==> src/rtl/seq_divider_16by8.sv <==
// ---------------------------------------------------------------------------
// seq_divider_16by8
//
// Multi-cycle restoring unsigned divider. One quotient bit is produced per
// clock, MSB of the dividend first. Shared, non-pipelined: a new operation is
// only accepted while idle, and the result is held until it is consumed.
// A zero divisor skips iteration and returns quotient = all ones,
// remainder = low DIVISOR_W bits of the dividend, div_by_zero = 1.
//
// Parameters
//   DIVIDEND_W  dividend / quotient width, also the iteration count
//   DIVISOR_W   divisor / remainder width (must be <= DIVIDEND_W)
//
// Ports
//   clk          rising-edge clock
//   rst_n        asynchronous active-low reset
//   in_valid     dividend/divisor presented
//   in_ready     idle, an operation can be accepted
//   dividend     unsigned dividend, sampled on accept
//   divisor      unsigned divisor, sampled on accept
//   out_valid    result registers hold a completed result
//   out_ready    consumer accepts the result
//   quotient     unsigned quotient
//   remainder    unsigned remainder
//   div_by_zero  result belongs to an operation with divisor == 0
// ---------------------------------------------------------------------------
module seq_divider_16by8 #(
    parameter int unsigned DIVIDEND_W = 16,
    parameter int unsigned DIVISOR_W  = 8
) (
    input  logic                  clk,
    input  logic                  rst_n,
    input  logic                  in_valid,
    output logic                  in_ready,
    input  logic [DIVIDEND_W-1:0] dividend,
    input  logic [DIVISOR_W-1:0]  divisor,
    output logic                  out_valid,
    input  logic                  out_ready,
    output logic [DIVIDEND_W-1:0] quotient,
    output logic [DIVISOR_W-1:0]  remainder,
    output logic                  div_by_zero
);

    localparam int unsigned CNT_W = $clog2(DIVIDEND_W + 1);
    localparam logic [CNT_W-1:0] LAST_STEP = CNT_W'(DIVIDEND_W - 1);

    typedef enum logic [1:0] {
        IDLE = 2'd0,
        CALC = 2'd1,
        DONE = 2'd2
    } state_t;

    state_t                  state_q;

    // Dividend shift register; quotient bits shift in at the LSB as dividend
    // bits leave at the MSB, so after the last step it holds the quotient.
    logic [DIVIDEND_W-1:0]   dvd_q;
    logic [DIVISOR_W-1:0]    dsr_q;
    // The restored partial remainder is always < divisor, so only the shifted
    // value r' needs the extra bit; it lives in the combinational step below.
    logic [DIVISOR_W-1:0]    rem_q;
    logic [CNT_W-1:0]        cnt_q;

    logic [DIVIDEND_W-1:0]   quot_q;
    logic [DIVISOR_W-1:0]    rmd_q;
    logic                    dbz_q;

    // One restoring step
    logic [DIVISOR_W:0]      r_shift_d;
    logic [DIVISOR_W:0]      r_diff_d;
    logic                    q_bit_d;
    logic [DIVISOR_W-1:0]    rem_d;
    logic [DIVIDEND_W-1:0]   dvd_d;

    always_comb begin
        r_shift_d = {rem_q, dvd_q[DIVIDEND_W-1]};
        r_diff_d  = r_shift_d - {1'b0, dsr_q};
        // r' >= divisor evaluated on DIVISOR_W+1 bits: either r' has its top
        // bit set (so it exceeds any divisor), or the subtraction did not
        // borrow into bit DIVISOR_W.
        q_bit_d   = r_shift_d[DIVISOR_W] | ~r_diff_d[DIVISOR_W];
        rem_d     = q_bit_d ? r_diff_d[DIVISOR_W-1:0] : r_shift_d[DIVISOR_W-1:0];
        dvd_d     = {dvd_q[DIVIDEND_W-2:0], q_bit_d};
    end

    always_ff @(posedge clk or negedge rst_n) begin
        if (!rst_n) begin
            state_q <= IDLE;
            dvd_q   <= '0;
            dsr_q   <= '0;
            rem_q   <= '0;
            cnt_q   <= '0;
            quot_q  <= '0;
            rmd_q   <= '0;
            dbz_q   <= 1'b0;
        end else begin
            case (state_q)
                IDLE: begin
                    if (in_valid) begin
                        dvd_q <= dividend;
                        dsr_q <= divisor;
                        rem_q <= '0;
                        cnt_q <= '0;
                        if (divisor == '0) begin
                            quot_q  <= '1;
                            rmd_q   <= dividend[DIVISOR_W-1:0];
                            dbz_q   <= 1'b1;
                            state_q <= DONE;
                        end else begin
                            state_q <= CALC;
                        end
                    end
                end

                CALC: begin
                    rem_q <= rem_d;
                    dvd_q <= dvd_d;
                    cnt_q <= cnt_q + CNT_W'(1);
                    // Result registers load only on the final step so they
                    // keep the previous result while iterating.
                    if (cnt_q == LAST_STEP) begin
                        quot_q  <= dvd_d;
                        rmd_q   <= rem_d;
                        dbz_q   <= 1'b0;
                        state_q <= DONE;
                    end
                end

                DONE: begin
                    if (out_ready) begin
                        state_q <= IDLE;
                    end
                end

                default: begin
                    state_q <= IDLE;
                end
            endcase
        end
    end

    assign in_ready    = (state_q == IDLE);
    assign out_valid   = (state_q == DONE);
    assign quotient    = quot_q;
    assign remainder   = rmd_q;
    assign div_by_zero = dbz_q;

endmodule

==> config.mk <==
export PLATFORM = sky130hd
export DESIGN_NAME = seq_divider_16by8
export DESIGN_NICKNAME = d
export VERILOG_FILES = /design/src/rtl/seq_divider_16by8.sv
export SDC_FILE = /design/constraint.sdc
export NUM_CORES = 1
export LEC_CHECK = 0
export CAP_MARGIN = 20
export CORE_ASPECT_RATIO = 1.1
export CORE_UTILIZATION = 24
export DETAILED_ROUTE_END_ITERATION = 8
export PLACE_DENSITY = 0.42
export SLEW_MARGIN = 20
export SYNTH_ARGS = -nofsm -noshare
export SYNTH_HDL_FRONTEND = slang
export SYNTH_SLANG_ARGS = --single-unit
export TNS_END_PERCENT = 30
==> constraint.sdc <==
create_clock -name clk -period 2.89 [get_ports clk]
set_input_delay 0.578 -clock clk [delete_from_list [all_inputs] [get_ports clk]]
set_output_delay 0.578 -clock clk [all_outputs]
set_load 0.01 [all_outputs]
==> reports/results.txt <==
post-synthesis cell area -> 0.003213 mm²
Synthesized Nets -> 393
detailed-route via count -> 2736
count of buffers inserted at the top-level ports -> 54
outcome -> complete, but fails checks
Detail Placement HPWL -> 6310 µm
standard cell core area -> 0.01286 mm²
all-layer global routing usage -> 13.60%
vias per cell -> 4.725
DRC violation count after routing -> 7
wire length of the first global-routing pass -> 14350 µm
proportion of layout cells with a drive suffix above 1 -> 10.43%
number of cells on the worst reg-to-reg path -> 10
total number of nets in the final design -> 456
Max H-tree Level -> 3
clock insertion delay at the later pin of the skew report -> 0.32 ns
final period demand of the worst path -> 2.607 ns
count of maximum capacitance violations -> 0
final setup violating endpoints -> 0
worst slew margin relative to its limit -> 59.66%
FF-to-FF End -> remainder[4]
share of the cycle needed by the critical path after routing -> 90.20%
part of the Yosys area used for sequential elements -> 49.84%
worst min-delay path class -> in2async
effective utilization at floorplan -> 24.99%
DRT Pass-1 Iters -> 6
clock tree from TritonCTS -> done
die area -> 0.01386 mm²
average wire per cell in the routed design -> 15.21 µm
PostCTS Resize Cnt -> 0
CP Max Fanout -> 6
routability congestion estimate from global placement -> 0.7641
area of the multi-input gates -> 0.001466 mm²
Yosys top cell by area -> sky130_fd_sc_hd__dfrtp_1
post-CTS setup-driven buffer insertion count -> 0
number of antenna violations at the first check in global routing -> 0
#FFs+latches synth -> 64
layout overhead on the synthesized area -> 33.02%
fraction of registers with async set/reset -> 100.0%
Chip Height -> 123.4 µm
synthesized area per cell -> 9.077 µm²
worst setup path class -> reg2reg
RSZ-0062 raised after global routing -> no
Pins Over Slew Limit -> 0
Gate Count Post-Synth -> 354
peak supply drop -> 0.4254 mV
power consumption -> 5.285 mW
combinational share of power -> 50.1%
largest net degree at the start of global routing -> 65
area fraction of the dominant cell type after synthesis -> 49.84%
Post-Route Setup TNS -> 0 ns
maximum operating frequency -> 383.6 MHz
power share of the clock group -> 19.8%
number of filler instances in the final layout -> 1372
cell at the root of the clock tree -> sky130_fd_sc_hd__clkbuf_16
internal reg-to-reg setup slack -> 0.28 ns
Post-DRT Antenna Nets -> 0
reg-to-reg startpoint -> dvd_q[15]
Pleak -> 1.857 nW
worst-case clock buffer depth -> 2
I/O pin cnt -> 55
switching power -> 2.116 mW
initial drt markers -> 110
CTS Hold Buffers Added -> 0
number of enable-type register cells in the synthesized netlist -> 0
Synthesis Warnings -> 0
number of distinct library cells after synthesis -> 45
clock slew at the register clock pins of the worst setup and hold paths -> 0.05 ns
Area contributors post-synth -> sky130_fd_sc_hd__dfrtp_1 50%, sky130_fd_sc_hd__nor2_1 8.4%, sky130_fd_sc_hd__nand2_1 4.8%, sky130_fd_sc_hd__a21oi_1 4.2%, sky130_fd_sc_hd__ha_1 3.9%
Least-Margin Pin Slew -> 0.6033 ns
vias in the first global route -> 2720
CP startpoint kind -> flop
met2 Resource Use GR -> 23.14%
internal power consumption -> 3.169 mW
Switching Share -> 40.04%
portion of total power attributed to sequential cells -> 30.0%
Rows -> 43
Crit. End Element -> flop
sequential cell area -> 0.001602 mm²
total routed wirelength -> 8809 µm
Die Span X -> 112.3 µm
PD cells -> 1236 mW/mm²
failing checks -> design-rule violations
data arrival time of the critical path -> 2.81 ns
dominant cell by count in the synthesized netlist -> sky130_fd_sc_hd__nor2_1
CP required -> 3.09 ns
grt total ovfl -> 0
global routing met3 resource utilization -> 2.647%
antenna diode instance count -> 0
leading post-synthesis cells by instance count -> 72 x sky130_fd_sc_hd__nor2_1, 64 x sky130_fd_sc_hd__dfrtp_1, 41 x sky130_fd_sc_hd__nand2_1
layer with the highest usage after global routing -> met2
predominant post-synthesis flop cell -> sky130_fd_sc_hd__dfrtp_1
number of buffers created by CTS -> 9
clk sink count -> 64
Fin. Hold Viols -> 0
met1 global-route usage -> 17.32%
Worst Skew -> 0.003267 ns
[per-stage QoR]
| step | cell area [µm²] | setup slack, ns | cells | hold slack [ns] | util, % |
|---|---|---|---|---|---|
| after floorplan | 3213 | 0.5431 | 354 | 0.2824 | - |
| after global placement | 3985 | 0.1573 | 563 | 0.4923 | 30.99 |
| after detailed placement | 3985 | 0.1081 | 563 | 0.4942 | 30.99 |
| after CTS | 4274 | 0.2738 | 579 | 0.2819 | 33.24 |
| after global routing | 4274 | 0.1392 | 579 | 0.3053 | 33.24 |
| final | 4274 | 0.2832 | 579 | 0.2713 | 33.24 |
[state kept, by name, summed over array words and instances (netlist names)]
| signal | flops |
|---|---|
| cnt_q | 5 |
| div_by_zero | 1 |
| quotient | 16 |
| state_q | 2 |
| rem_q | 8 |
| dsr_q | 8 |
| remainder | 8 |
| dvd_q | 16 |
[power by group through the flow]
stage / combinational [mW] / clock [mW] / sequential [mW]
CTS: 2.70 / 1.08 / 1.59
global placement: 2.65 / 0 / 1.60
finish: 2.65 / 1.05 / 1.59
detailed placement: 2.68 / 0 / 1.61
global route: 3.00 / 1.12 / 1.64
floorplan: 1.66 / 0 / 1.60
[metal layers]
| metal | vias to the layer above | wire (µm) |
|---|---|---|
| li1 | 1360 | - |
| met1 | 1319 | 4080 |
| met2 | 55 | 4312 |
| met3 | 2 | 369 |
| met4 | 0 | 47 |
| met5 | - | 0 |
[cells by family (layout without fill, tap and decap cells)]
| kind of cell | count (synthesis) | after routing | share of synthesized area [%] |
|---|---|---|---|
| AOI/OAI and AO/OA | 87 | 87 | 17.72 |
| and+or+nand+nor | 145 | 145 | 18.93 |
| muxes | 9 | 9 | 3.115 |
| buffers and inverters | 33 | 101 | 4.517 |
| DFF | 64 | 64 | 49.84 |
| xor gates and xnor gates | 5 | 5 | 1.363 |
| adders and majority gates | 11 | 11 | 4.517 |
[how the worst max path moves through the flow]
| stage | from | end | slack, ns | cells past startpoint |
|---|---|---|---|---|
| after floorplan | dvd_q[15] | remainder[3] | 0.54 | 9 |
| after detailed placement | divisor[1] | quotient[2] | 0.11 | 7 |
| after global placement | divisor[1] | quotient[9] | 0.16 | 7 |
| after global routing | dvd_q[15] | remainder[4] | 0.14 | 10 |
| after CTS | dvd_q[15] | remainder[4] | 0.27 | 10 |
| final | dvd_q[15] | remainder[4] | 0.28 | 10 |
[cell usage in the layout (no fill, tap or decap), types with 2 or more instances in the layout]
| cell type | synthesis | routed |
|---|---|---|
| sky130_fd_sc_hd__a41oi_1 | 2 | 2 |
| sky130_fd_sc_hd__ha_1 | 10 | 10 |
| sky130_fd_sc_hd__a32oi_1 | 2 | 2 |
| sky130_fd_sc_hd__or2_2 | 2 | 2 |
| sky130_fd_sc_hd__buf_4 | 3 | 14 |
| sky130_fd_sc_hd__xor2_1 | 3 | 3 |
| sky130_fd_sc_hd__dfrtp_1 | 64 | 64 |
| sky130_fd_sc_hd__inv_1 | 16 | 16 |
| sky130_fd_sc_hd__a31oi_1 | 10 | 10 |
| sky130_fd_sc_hd__o21a_1 | 2 | 2 |
| sky130_fd_sc_hd__a211o_1 | 2 | 2 |
| sky130_fd_sc_hd__clkdlybuf4s50_1 | 0 | 53 |
| sky130_fd_sc_hd__clkinvlp_4 | 0 | 2 |
| sky130_fd_sc_hd__a211oi_1 | 3 | 3 |
| sky130_fd_sc_hd__mux2_2 | 8 | 8 |
| sky130_fd_sc_hd__o32a_1 | 4 | 4 |
| sky130_fd_sc_hd__nand2b_1 | 4 | 4 |
| sky130_fd_sc_hd__xnor2_1 | 2 | 2 |
| sky130_fd_sc_hd__and3_1 | 3 | 3 |
| sky130_fd_sc_hd__o21ai_0 | 14 | 14 |
| sky130_fd_sc_hd__o22ai_1 | 2 | 2 |
| sky130_fd_sc_hd__nand2_1 | 41 | 41 |
| sky130_fd_sc_hd__nor2_1 | 72 | 72 |
| sky130_fd_sc_hd__nor2b_1 | 2 | 2 |
| sky130_fd_sc_hd__clkbuf_16 | 0 | 9 |
| sky130_fd_sc_hd__o21ai_1 | 4 | 4 |
| sky130_fd_sc_hd__a21o_1 | 4 | 4 |
| sky130_fd_sc_hd__clkinv_2 | 0 | 3 |
| sky130_fd_sc_hd__nand3_1 | 8 | 8 |
| sky130_fd_sc_hd__nor3_1 | 10 | 10 |
| sky130_fd_sc_hd__o211ai_1 | 2 | 2 |
| sky130_fd_sc_hd__a21oi_1 | 27 | 27 |
[final cells by class]
| class | count | area share [%] |
|---|---|---|
| clock buffers | 10 | 5.357 |
| clock inverters | 6 | 1.405 |
| inverters | 16 | 1.405 |
| multi-input cells | 257 | 34.31 |
| flip-flops and latches | 64 | 37.47 |
| well taps | 157 | 4.596 |
| repair buffers | 69 | 15.46 |
[critical path, cell delays in order, from the launching register on]
cell	delay [ns]
sky130_fd_sc_hd__dfrtp_1	0.38
sky130_fd_sc_hd__inv_1	0.08
sky130_fd_sc_hd__ha_1	0.16
sky130_fd_sc_hd__inv_1	0.05
sky130_fd_sc_hd__fa_1	0.40
sky130_fd_sc_hd__a211oi_1	0.36
sky130_fd_sc_hd__o31ai_2	0.17
sky130_fd_sc_hd__o21ai_1	0.19
sky130_fd_sc_hd__buf_4	0.19
sky130_fd_sc_hd__o22ai_1	0.14
sky130_fd_sc_hd__o32a_1	0.35
No activity file was read; power rests on OpenSTA's default activity.
